===== src/rtl/riscv_pkg.sv =====
// Shared fetch-side definitions: state encoding and instruction geometry.
package riscv_pkg;

    localparam int XLEN       = 32;
    localparam int INST_BYTES = 4;

    typedef enum logic [1:0] {
        IDLE,
        REQ,
        RSP,
        DROP
    } fetch_state_t;

endpackage


===== src/rtl/next_pc_sel.sv =====
// Redirect arbitration: picks the jump or branch target and screens out
// targets that are not word aligned.
module next_pc_sel #(
    parameter int XLEN = 32
) (
    input  logic            branch_taken,
    input  logic [XLEN-1:0] branch_target,
    input  logic            jump_en,
    input  logic [XLEN-1:0] jump_target,
    output logic            redirect_ok,
    output logic [XLEN-1:0] redirect_target,
    output logic            misaligned
);

    logic redirect;

    // NOTE: every output is assigned on every path through this block, so no latch is inferred.
    always_comb begin
        redirect        = branch_taken | jump_en;
        redirect_target = jump_en ? jump_target : branch_target;
        misaligned      = redirect && (redirect_target[1:0] != 2'b00);
        redirect_ok     = redirect && !misaligned;
    end

endmodule


===== src/rtl/fetch_unit.sv =====
// Instruction-fetch front end: owns the PC, runs the imem request/response
// handshake and holds one fetched instruction for decode.
module fetch_unit #(
    parameter int              XLEN     = 32,
    parameter logic [XLEN-1:0] RESET_PC = '0
) (
    input  logic            clk,
    input  logic            rst_n,
    input  logic            branch_taken,
    input  logic [XLEN-1:0] branch_target,
    input  logic            jump_en,
    input  logic [XLEN-1:0] jump_target,
    input  logic            stall,
    output logic            imem_req_valid,
    input  logic            imem_req_ready,
    output logic [XLEN-1:0] imem_addr,
    input  logic            imem_rsp_valid,
    input  logic [XLEN-1:0] imem_rsp_data,
    output logic            inst_valid,
    output logic [XLEN-1:0] inst,
    output logic [XLEN-1:0] inst_pc,
    output logic            flush,
    output logic            misaligned_exc
);

    import riscv_pkg::*;

    fetch_state_t    state;
    logic [XLEN-1:0] pc;
    logic [XLEN-1:0] pend_target;
    logic            pend_valid;
    logic            redirect_ok;
    logic            misaligned;
    logic [XLEN-1:0] redirect_target;
    logic            req_fire;
    logic            xfer;

    next_pc_sel #(.XLEN(XLEN)) u_next_pc_sel (
        .branch_taken    (branch_taken),
        .branch_target   (branch_target),
        .jump_en         (jump_en),
        .jump_target     (jump_target),
        .redirect_ok     (redirect_ok),
        .redirect_target (redirect_target),
        .misaligned      (misaligned)
    );

    // A request may only go out when its response is guaranteed a free buffer slot.
    assign xfer           = inst_valid && !stall;
    assign imem_req_valid = (state == REQ) && (!inst_valid || !stall);
    assign imem_addr      = (state == REQ) ? pc : '0;
    assign req_fire       = imem_req_valid && imem_req_ready;

    // NOTE: all state uses non-blocking assignments so every register samples pre-edge values.
    always_ff @(posedge clk or negedge rst_n) begin
        if (!rst_n) begin
            state          <= IDLE;
            pc             <= RESET_PC;
            pend_valid     <= 1'b0;
            pend_target    <= '0;
            inst_valid     <= 1'b0;
            inst           <= '0;
            inst_pc        <= '0;
            flush          <= 1'b0;
            misaligned_exc <= 1'b0;
        end else begin
            flush          <= redirect_ok;
            misaligned_exc <= misaligned;
            if (xfer || redirect_ok)
                inst_valid <= 1'b0;

            case (state)
                IDLE: begin
                    state <= REQ;
                    if (redirect_ok)
                        pc <= redirect_target;
                end
                REQ: begin
                    if (req_fire) begin
                        // The accepted address is already stale if any redirect has been seen.
                        pend_valid <= 1'b0;
                        if (redirect_ok) begin
                            pc    <= redirect_target;
                            state <= DROP;
                        end else if (pend_valid) begin
                            pc    <= pend_target;
                            state <= DROP;
                        end else begin
                            state <= RSP;
                        end
                    end else if (imem_req_valid) begin
                        if (redirect_ok) begin
                            pend_valid  <= 1'b1;
                            pend_target <= redirect_target;
                        end
                    end else begin
                        if (redirect_ok)
                            pc <= redirect_target;
                        else if (pend_valid)
                            pc <= pend_target;
                        pend_valid <= 1'b0;
                    end
                end
                RSP: begin
                    if (imem_rsp_valid) begin
                        state <= REQ;
                        if (redirect_ok) begin
                            pc <= redirect_target;
                        end else begin
                            inst       <= imem_rsp_data;
                            inst_pc    <= pc;
                            inst_valid <= 1'b1;
                            pc         <= pc + XLEN'(INST_BYTES);
                        end
                    end else if (redirect_ok) begin
                        pc    <= redirect_target;
                        state <= DROP;
                    end
                end
                DROP: begin
                    if (redirect_ok)
                        pc <= redirect_target;
                    if (imem_rsp_valid)
                        state <= REQ;
                end
                default: state <= IDLE;
            endcase
        end
    end

endmodule


===== config.mk =====
export PLATFORM = sky130hd
export DESIGN_NAME = fetch_unit
export DESIGN_NICKNAME = d
export VERILOG_FILES = /design/src/rtl/riscv_pkg.sv /design/src/rtl/next_pc_sel.sv /design/src/rtl/fetch_unit.sv
export SDC_FILE = /design/constraint.sdc
export NUM_CORES = 1
export LEC_CHECK = 0
export CORE_ASPECT_RATIO = 1.25
export CORE_MARGIN = 2
export CORE_UTILIZATION = 37
export CTS_CLUSTER_DIAMETER = 50
export DETAILED_ROUTE_END_ITERATION = 7
export PLACE_DENSITY = 0.73
export SYNTH_ARGS = -nofsm -noshare
export SYNTH_HDL_FRONTEND = slang
export SYNTH_SLANG_ARGS = --single-unit

===== constraint.sdc =====
create_clock -name clk -period 6.1 [get_ports clk]
set_input_delay 0.61 -clock clk [delete_from_list [all_inputs] [get_ports clk]]
set_output_delay 0.61 -clock clk [all_outputs]
set_load 0.05 [all_outputs]

### Word level (Yosys, flattened, before mapping)

Index checks and enable logic that the tools add are counted.

| operators by class | value |
|---|---|
| add/subtract/negate cells | 1 |
| equal/unequal tests | 8 |
| multiplexer cells | 24 |
| bitwise logic cells | 3 |
| reduce and logical (&&, ||, !) cells | 17 |

Operators with widths:

| cell | count |
|---|---|
| $mux W32 | 9 |
| $pmux W32 S3 | 1 |
| $add A32 B3 Y32 const B | 1 |
| $mux W1 | 9 |
| $mux W2 | 4 |
| $pmux W2 S4 | 1 |
| $ne A3 B3 Y1 const B | 2 |
| $reduce_and A3 Y1 | 2 |
| $logic_and A1 B1 Y1 | 5 |
| $eq A2 B2 Y1 const B | 2 |
| $ne A2 B2 Y1 const B | 2 |
| $reduce_and A4 Y1 | 1 |
| $logic_not A1 Y1 | 3 |
| $ne A3 B1 Y1 const B | 1 |
| $eq A2 B1 Y1 const B | 1 |
| $logic_not A2 Y1 | 1 |
| $logic_or A1 B1 Y1 | 2 |
| $not A1 Y1 | 2 |
| $reduce_and A2 Y1 | 1 |
| $reduce_bool A2 Y1 | 1 |
| $reduce_or A2 Y1 | 1 |
| $or A1 B1 Y1 | 1 |

| word-level totals | value |
|---|---|
| bits in registers | 134 |
| input bits | 103 |
| output and inout bits | 100 |

### Depth between registers and ports, before layout

Gate-level depths: netlist of the first run.

| depth | value |
|---|---|
| depth after elaboration | 10 |
| mapped depth | 10 |

### Cells and area by module

A second synthesis of the first run with hierarchy kept.

| unflattened totals | value |
|---|---|
| cell total of the unflattened synthesis | 729 |
| area, all modules | 7577.3 µm² |

Modules (own cells, without submodules):

| module | instances | cells each | area an instance (µm²) | seq. area each (µm²) |
|---|---|---|---|---|
| fetch_unit | 1 | 687 | 7018.0 | 3353.2 |
| next_pc_sel | 1 | 42 | 559.3 | 0.0 |

### Least setup slack after synthesis of the first run

Ideal clock, no wire load.

| timing path | value |
|---|---|
| kind | register to register |
| start point | register state[0] |
| end point | register pc[27] |
| arrival time | 2.130 ns |
| data required time | 5.974 ns |
| path slack | 3.844 ns |
| cell stages (with the launch flop) | 9 |
| buffers on the path | 1 |
| period minus slack after synthesis | 2.256 ns |
| cells stage by stage | dfrtp_1 -> inv_1 -> ha_1 -> clkbuf_1 -> or3_1 -> o32a_1 -> o21ai_1 -> nor2_1 -> a221o_1 |

| between the ends | value |
|---|---|
| word-level cells in the longest chain between the ends | 5 |
| elaborated cells on any way between the ends | 10 |
| classes of those cells | 4 x eq/ne; 2 x mux; 4 x reduce/logical |

RTL lines:

| what | RTL line | text |
|---|---|---|
| from (decl) | fetch_unit.sv:28 | `fetch_state_t state;` |
| from (signal assigned) | fetch_unit.sv:57 | `state <= IDLE;` |
| from (signal assigned) | fetch_unit.sv:74 | `state <= REQ;` |
| from (signal assigned) | fetch_unit.sv:84 | `state <= DROP;` |
| $eq A2 B1 Y1 | fetch_unit.sv:50, fetch_unit.sv:72 |  |
| $logic_and A1 B1 Y1 | fetch_unit.sv:50 | `assign imem_req_valid = (state == REQ) && (!inst_valid \|\| !stall);` |
| $logic_and A1 B1 Y1 | fetch_unit.sv:52 | `assign req_fire = imem_req_valid && imem_req_ready;` |
| $mux W32 | fetch_unit.sv:79 | `if (req_fire) begin` |
| $pmux W32 S3 | fetch_unit.sv:72 | `case (state)` |
| to (signal assigned) | fetch_unit.sv:76 | `pc <= redirect_target;` |
| to (signal assigned) | fetch_unit.sv:83 | `pc <= redirect_target;` |
| to (signal assigned) | fetch_unit.sv:86 | `pc <= pend_target;` |
| to (decl) | fetch_unit.sv:29 | `logic [XLEN-1:0] pc;` |

Several ways; a longest one is shown, not always the timed one.
A chain may end at the register's enable or synchronous reset.

### Final worst setup path of the first run

| timing path | value |
|---|---|
| start point | input jump_en |
| end point | register inst[17] |

| between the ends | value |
|---|---|
| word-level cells in the longest chain between the ends | 7 |
| elaborated cells on any way between the ends | 8 |
| classes of those cells | 1 x mux; 2 x bitwise; 5 x reduce/logical |

RTL lines:

| what | RTL line | text |
|---|---|---|
| from (decl) | fetch_unit.sv:11 | `input logic jump_en,` |
| $mux W32 | next_pc_sel.sv:20 | `redirect_target = jump_en ? jump_target : branch_target;` |
| $reduce_bool A2 Y1 | next_pc_sel.sv:21 | `misaligned = redirect && (redirect_target[1:0] != 2'b00);` |
| $logic_and A1 B1 Y1 | next_pc_sel.sv:21 |  |
| $logic_not A1 Y1 | next_pc_sel.sv:22 | `redirect_ok = redirect && !misaligned;` |
| $logic_and A1 B1 Y1 * | next_pc_sel.sv:22 |  |
| $not A1 Y1 (no line) * | n/a |  |
| $reduce_and A3 Y1 (no line) * | n/a |  |
| to (signal assigned) | fetch_unit.sv:110 | `inst <= imem_rsp_data;` |
| to (decl) | fetch_unit.sv:20 | `output logic [XLEN-1:0] inst,` |

Every way passes the cells marked *; elsewhere a longest branch is shown, timed or not.

==> results of run 1 <==
-- cells in the final DEF, fill, tap and decap left out, types with 7 or more instances in the layout --
cell	Yosys	routed
buf_4	2	10
dfrtp_1	134	134
a21oi_1	27	27
o22ai_1	8	8
mux2_2	8	8
clkbuf_16	0	17
nor2_1	27	27
or3_1	7	7
nand3_1	11	11
clkdlybuf4s50_1	0	200
xnor2_1	11	11
o31ai_1	9	9
inv_1	19	19
mux2_4	60	60
o31a_1	8	8
and2_1	24	24
mux2i_1	32	32
o21ai_0	76	76
a221o_1	7	7
nor3_1	7	7
nand2_1	67	67
nand4_1	15	15
-- routing by layer --
layer / global-route usage (%) / vias to the layer above / part of all wire [%]
li1: - / 2988 / -
met1: 25.6 / 3050 / 43
met2: 32.7 / 269 / 50
met3: 3.02 / 31 / 5.6
met4: 7.61 / 0 / 2.0
met5: 0 / - / 0
-- report_power, final --
group / total (mW) / internal, mW / switching [mW]
registers: 1.66 / 1.30 / 0.366
logic: 3.52 / 1.37 / 2.15
clock network: 1.07 / 0.686 / 0.389
-- metrics by stage --
stage	setup slack [ns]	util [%]	cells	hold slack [ns]	power [mW]
final	2.50	51.4	1177	0.297	6.26
after global routing	2.28	51.4	1177	0.366	6.59
after CTS	2.53	51.4	1177	0.335	6.28
after detailed placement	2.07	48.3	1145	0.466	5.18
after global placement	2.13	48.3	1145	0.457	5.11
after floorplan	3.84	-	714	0.314	4.07
-- cells by family (layout without fill, tap and decap cells) --
family                   count (synthesis)  after routing  share of synthesized area, %
AO/OA/AOI/OAI                          198            198                          17.4
XOR/XNOR                                13             13                          1.50
adder cells (fa/ha/maj)                  5              5                         0.825
buffers and inverters                   72            265                          5.08
flip-flops                             134            134                          44.2
multiplexers                           100            100                          17.3
AND/OR/NAND/NOR                        192            192                          13.7
-- layout make-up --
class                           instances  area share [%]
Timing Repair Buffer                  212            20.2
Clock buffer                           21            4.65
Tap cell                              270            3.27
Inverter                               21           0.762
Clock inverter                         11            1.42
Sequential cell                       134            32.4
Multi-Input combinational cell        508            37.2
-- path summary, 6_finish.rpt --
| kind | to | slack, ns | depth (start not counted) | startpoint |
|---|---|---|---|---|
| max reg2reg | inst[17] | 2.90 | 6 | state[0] |
| min reg2reg | pend_target[10] | 0.48 | 2 | pend_target[10] |
| max | inst[17] | 2.50 | 9 | jump_en |
| max in group asynchronous | inst_pc[26] | 4.77 | 2 | rst_n |
| min | pend_target[26] | 0.30 | 1 | rst_n |
| min in group clk | pend_target[10] | 0.48 | 2 | pend_target[10] |
-- critical path: cells and delay by family --
family                 cells  cell delay (ns)
buffers and inverters      5             2.21
and+or+nand+nor            3             0.54
muxes                      1             0.42
-- state kept, by name (all words and copies together) (netlist names) --
name	flops
inst	32
inst_pc	32
pc	32
pend_target	32
state	2
flush	1
inst_valid	1
misaligned_exc	1
pend_valid	1
==> qor.csv, run 1 <==
stage,metric,value,unit
status,run status,finished clean,
floorplan,Die ar.,21700,sq um
place,Area after DPL,9710,sq um
detailed_routing,DR vias,6338,
global_route,number of global-route vias before repair,5934,
floorplan,# rows,58,
yosys,top post-synthesis cells by area,"dfrtp_1, mux2_4, o21ai_0",
yosys,asr flop ratio synth,100,%
critical_path,Worst setup EP type,register,
critical_path,worst path required time,6.40,ns
job,total of max-cap violations,0,
timing,min Tclk post-route,3.60,ns
power_and_ir_drop,PwrDens,606,nW/um^2
floorplan,Die W,132,um
global_route,GRT Util Overall,19.6,%
critical_path,Critical Path Most Common Cell,buf_4,
timing,Setup Skew,0.00627,ns
yosys,most frequent cell after synthesis,dfrtp_1,
timing,Max Fclk,278,MHz
cts,clock latency on the worst-skew pair,0.42,ns
yosys,Synth Register Bits,134,
cells_and_area,Seq. cell area,3350,sq um
cells_and_area,share of cells above drive strength 1,14.6,%
global_route,initial antenna violation count,0,
power_and_ir_drop,Static Leak,4.34,nW
timing,Slew headroom,22.2,%
place,GPL Wtd Cong,0.884,
detailed_routing,DR pass1 iterations,5,
cells_and_area,multi-input logic area,3850,sq um
yosys,number of flops mapped to enable cells by yosys,0,
timing,max-slew violation total from the final report,0,
global_route,first-pass GRT wire length,33200,um
detailed_routing,Initial DRC Count,569,
yosys,Most used DFF post-synth,dfrtp_1,
timing,Final Setup Violations,0,
cells_and_area,FILL cells,1804,
yosys,Ys Warns,0,
hold_path,worst hold path type,input pin to async pin,
timing,unrepaired setup endpoints after global routing,no,
yosys,sequential share of the synthesized area,44.2,%
place,HPWL after detailed placement,15400,um
critical_path,"Slowest-stage cell, CP",buf_4,
cts,CTS max path bufs,2,
cts,hold buffers post-CTS,0,
cts,clock sink total,134,
detailed_routing,Routed wire per std cell,18.1,um
place,number of port buffers,202,
global_route,grt ovf,0,
cts,H-Tree Depth,4,
cells_and_area,Finished Cell Area,10300,sq um
timing,Worst Tran Pin Value,1.17,ns
timing,final worst path period share,59.0,%
cts,Clock Root Buffer,clkbuf_16,
detailed_routing,Post-DRT Antenna Nets,0,
critical_path,startpoint types,input pin,
floorplan,Die H,164,um
timing,setup TNS,0,ns
cells_and_area,n_diodes,0,
timing,Fin. Hold Viols,0,
critical_path,critical path class,input pin to register,
floorplan,Initial Util,37.7,%
yosys,post-synthesis cell count,714,
detailed_routing,DR DRC count,0,
detailed_routing,drt via density,5.38,
yosys,post-synth top area cell,dfrtp_1,
global_route,largest net degree at the start of global routing,99,
cells_and_area,Nets,1002,
yosys,post-synth net total,822,
detailed_routing,final WL,21300,um
floorplan,IO Pins,203,
yosys,"top cells by count, synth","dfrtp_1, o21ai_0, nand2_1",
cts,Post CTS Setup Buffer Count,0,
critical_path,Critical Path AT,3.90,ns
yosys,synth unique cells,76,
cts,CTS tree,yes,
yosys,Avg Synthesized Cell Area,10.6,sq um
cts,CTS Buf Count,17,
power_and_ir_drop,Worst IR Drop VDD,0.235,mV
yosys,post-synthesis cell area,7590,sq um
floorplan,core footprint,20100,sq um
cts,"CTS clk-pin slew, worst paths",0.06,ns
yosys,top-area cell type share of the netlist area,44.2,%
cts,post_cts resized,0,
cells_and_area,Area Growth Syn to Fin,36.3,%
critical_path,max incr delay on CP,0.86,ns
critical_path,CP Max Fanout,64,
critical_path,"Cell Chain, Critical Path","buf_2, nor4b_4, buf_4, nor2_2, inv_2, buf_4, nor2_4, buf_4, mux2_2",
(Power assumes the default switching activity.)
==> run 2: changes to the inputs <==
--- a/config.mk
+++ b/config.mk
@@ -10,7 +10,7 @@
 export CORE_UTILIZATION = 37
 export CTS_CLUSTER_DIAMETER = 50
 export DETAILED_ROUTE_END_ITERATION = 7
-export PLACE_DENSITY = 0.73
+export PLACE_DENSITY = 0.75
 export SYNTH_ARGS = -nofsm -noshare
 export SYNTH_HDL_FRONTEND = slang
 export SYNTH_SLANG_ARGS = --single-unit
==> constraint.sdc (replaced) <==
create_clock -name clk -period 3.05 [get_ports clk]
set_input_delay 0.305 -clock clk [delete_from_list [all_inputs] [get_ports clk]]
set_output_delay 0.305 -clock clk [all_outputs]
set_load 0.05 [all_outputs]
==> run 2 against run 1 <==
Largest power group unchanged. Design area up 0.87%. Non-clock buffer count up 13. Clock power up 85%. Sequential share of layout area down 0.28 points. Flip-flop and latch count unchanged. Critical path depth down 4. Total power up 98%. Sequential power up 100%. Critical endpoint is now imem_addr[16]. Count of clock-buffer cells in the layout unchanged. Hold slack better by 0.067 ns. Via count up 0.32%.
==> qor.csv, run 2 (synthesized netlist as in run 1, its figures left out) <==
stage,metric,value,unit,change
cells_and_area,Nets,1015,,+1.3%
global_route,first-pass GRT wire length,34400,um,+3.5%
place,Placed Cells,1157,,+1.0%
timing,Max Fclk,355,MHz,
detailed_routing,DR pass1 iterations,7,,+2
timing,setup TNS,0,ns,unchanged
cts,CTS tree,yes,,
place,Area after DPL,9820,sq um,+1.1%
critical_path,critical path class,register to primary output,,
power_and_ir_drop,Pint,6.61,mW,+97%
global_route,initial antenna violation count,1,,+1
power_and_ir_drop,Worst IR Drop VDD,0.433,mV,+84%
power_and_ir_drop,Clock Power Share,15.9,%,-1.3 points
cts,CTS max path bufs,2,,unchanged
cells_and_area,n_diodes,0,,unchanged
cts,H-Tree Depth,4,,unchanged
power_and_ir_drop,sequential power share,26.7,%,+0.2 points
timing,Worst Tran Pin Value,0.681,ns,-0.486 ns
power_and_ir_drop,Comb pwr share,57.3,%,+1.0 points
critical_path,Worst setup EP type,primary output,,
detailed_routing,final WL,21600,um,+1.2%
floorplan,core footprint,20100,sq um,unchanged
place,Setup WS pre-CTS,0.408,ns,-1.66 ns
global_route,GRT Util Overall,20.2,%,+0.62 points
floorplan,Die ar.,21700,sq um,unchanged
cts,Clock Root Buffer,clkbuf_16,,
floorplan,Die W,132,um,unchanged
timing,max-slew violation total from the final report,0,,unchanged
global_route,grt ovf,0,,unchanged
place,GPL Wtd Cong,0.925,,+4.6%
timing,Final Setup Violations,0,,unchanged
timing,Slew headroom,54.3,%,+32 points
hold_path,worst hold path type,input pin to register,,
cells_and_area,Area Growth Syn to Fin,37.5,%,
detailed_routing,Post-DRT Antenna Nets,0,,unchanged
power_and_ir_drop,PwrDens,1190,nW/um^2,+97%
timing,Setup WS post-layout,0.233,ns,-2.27 ns
global_route,number of global-route vias before repair,6297,,+6.1%
timing,unrepaired setup endpoints after global routing,no,,
detailed_routing,Routed wire per std cell,18.2,um,+0.22%
critical_path,CP Max Fanout,16,,-75%
floorplan,Initial Util,37.7,%,unchanged
cells_and_area,"commonest non-fill, non-tap cell in the layout",clkdlybuf4s50_1,,
cts,clock sink total,134,,unchanged
place,HPWL after detailed placement,15900,um,+3.2%
floorplan,IO Pins,203,,unchanged
timing,Fin. Hold Viols,0,,unchanged
cells_and_area,share of cells above drive strength 1,16.7,%,+2.1 points
floorplan,Die H,164,um,unchanged
detailed_routing,drt via density,5.35,,-0.61%
global_route,largest net degree at the start of global routing,65,,-34%
cells_and_area,FILL cells,1813,,+0.50%
detailed_routing,DR vias,6358,,+0.32%
cts,"CTS clk-pin slew, worst paths",0.06,ns,about the same
critical_path,cell depth of the worst flop-to-flop path,7,,+1
cts,CTS Buf Count,17,,unchanged
critical_path,Critical Path AT,2.51,ns,-1.39 ns
hold_path,Hold Path Cell Cnt,3,,
cts,Post CTS Setup Buffer Count,0,,unchanged
detailed_routing,Initial DRC Count,578,,+1.6%
floorplan,# rows,58,,unchanged
power_and_ir_drop,Sw Share,46.7,%,+0.32 points
power_and_ir_drop,Static Leak,4.61,nW,+6.3%
critical_path,startpoint types,register,,
place,number of port buffers,202,,unchanged
power_and_ir_drop,NetSw,5.80,mW,+100%
job,total of max-cap violations,0,,unchanged
critical_path,worst path required time,2.74,ns,-3.66 ns
detailed_routing,DR DRC count,0,,unchanged
timing,Setup Skew,0.0127,ns,+0.00647 ns
status,run status,finished clean,,
cells_and_area,Finished Cell Area,10400,sq um,+0.87%
timing,final worst path period share,92.4,%,
cells_and_area,final core occ,51.9,%,+0.45 points
cells_and_area,"commonest non-fill, non-tap cells in the layout","clkdlybuf4s50_1, dfrtp_1, o21ai_0",,
timing,min Tclk post-route,2.82,ns,
cells_and_area,final std cells w/o fill,1188,,+0.93%
cts,clock latency on the worst-skew pair,0.42,ns,about the same
[run 2: per-layer routing]
layer	track usage (%)	vias up	share of wire [%]
met2	33.2	257	49
li1	-	3003	-
met4	8.75	2	2.7
met3	4.60	33	6.0
met5	0	-	0.060
met1	25.5	3063	42
[run 2: path summary, 6_finish.rpt]
kind	from	endpoint	slack, ns
max reg2reg	state[1]	pend_target[0]	0.50
min in group asynchronous	rst_n	pend_target[27]	0.41
min	jump_en	misaligned_exc	0.36
min reg2reg	pend_target[17]	pend_target[17]	0.48
max in group asynchronous	rst_n	inst_pc[30]	1.89
max	state[1]	imem_addr[16]	0.23
[run 2: final cells by class]
type | instances | area, sq um | area share, %
Clock buffer | 21 | 460 | 4.42
Clock inverter | 9 | 104 | 0.996
Inverter | 21 | 78.8 | 0.756
Multi-Input combinational cell | 508 | 3850 | 36.9
Sequential cell | 134 | 3350 | 32.2
Tap cell | 270 | 338 | 3.24
Timing Repair Buffer | 225 | 2240 | 21.5
[run 2: timing repair]
| item | 4_1_cts | 5_1_grt |
|---|---|---|
| setup endpoints to repair | 0 | 14 |
| hold buffers | 1 | 0 |
| resized for setup | 0 | 13 |
| hold endpoints to repair | 48 | 0 |
[run 2: power by group through the flow]
stage          clock network, mW  logic, mW  registers (mW)
6_report                    1.98       7.12            3.32
5_1_grt                     2.09       7.56            3.45
4_1_cts                     2.01       7.12            3.31
3_5_place_dp                   0       7.10            3.33
3_3_place_gp                   0       7.00            3.29
2_1_floorplan                  0       3.64            4.50
[run 2: through the flow]
stage                     hold slack (ns)  power [mW]
after floorplan                   0.00941        8.14
after global placement              0.292        10.3
after detailed placement            0.293        10.4
after CTS                           0.351        12.4
after global routing                0.400        13.1
final                               0.363        12.4
[run 2: critical path, stage by stage, from the launching register on]
cell and delay [ns]:
dfrtp_1 0.40, inv_1 0.11, ha_2 0.33, buf_4 0.29, and2_1 0.16, clkdlybuf4s50_1 0.80
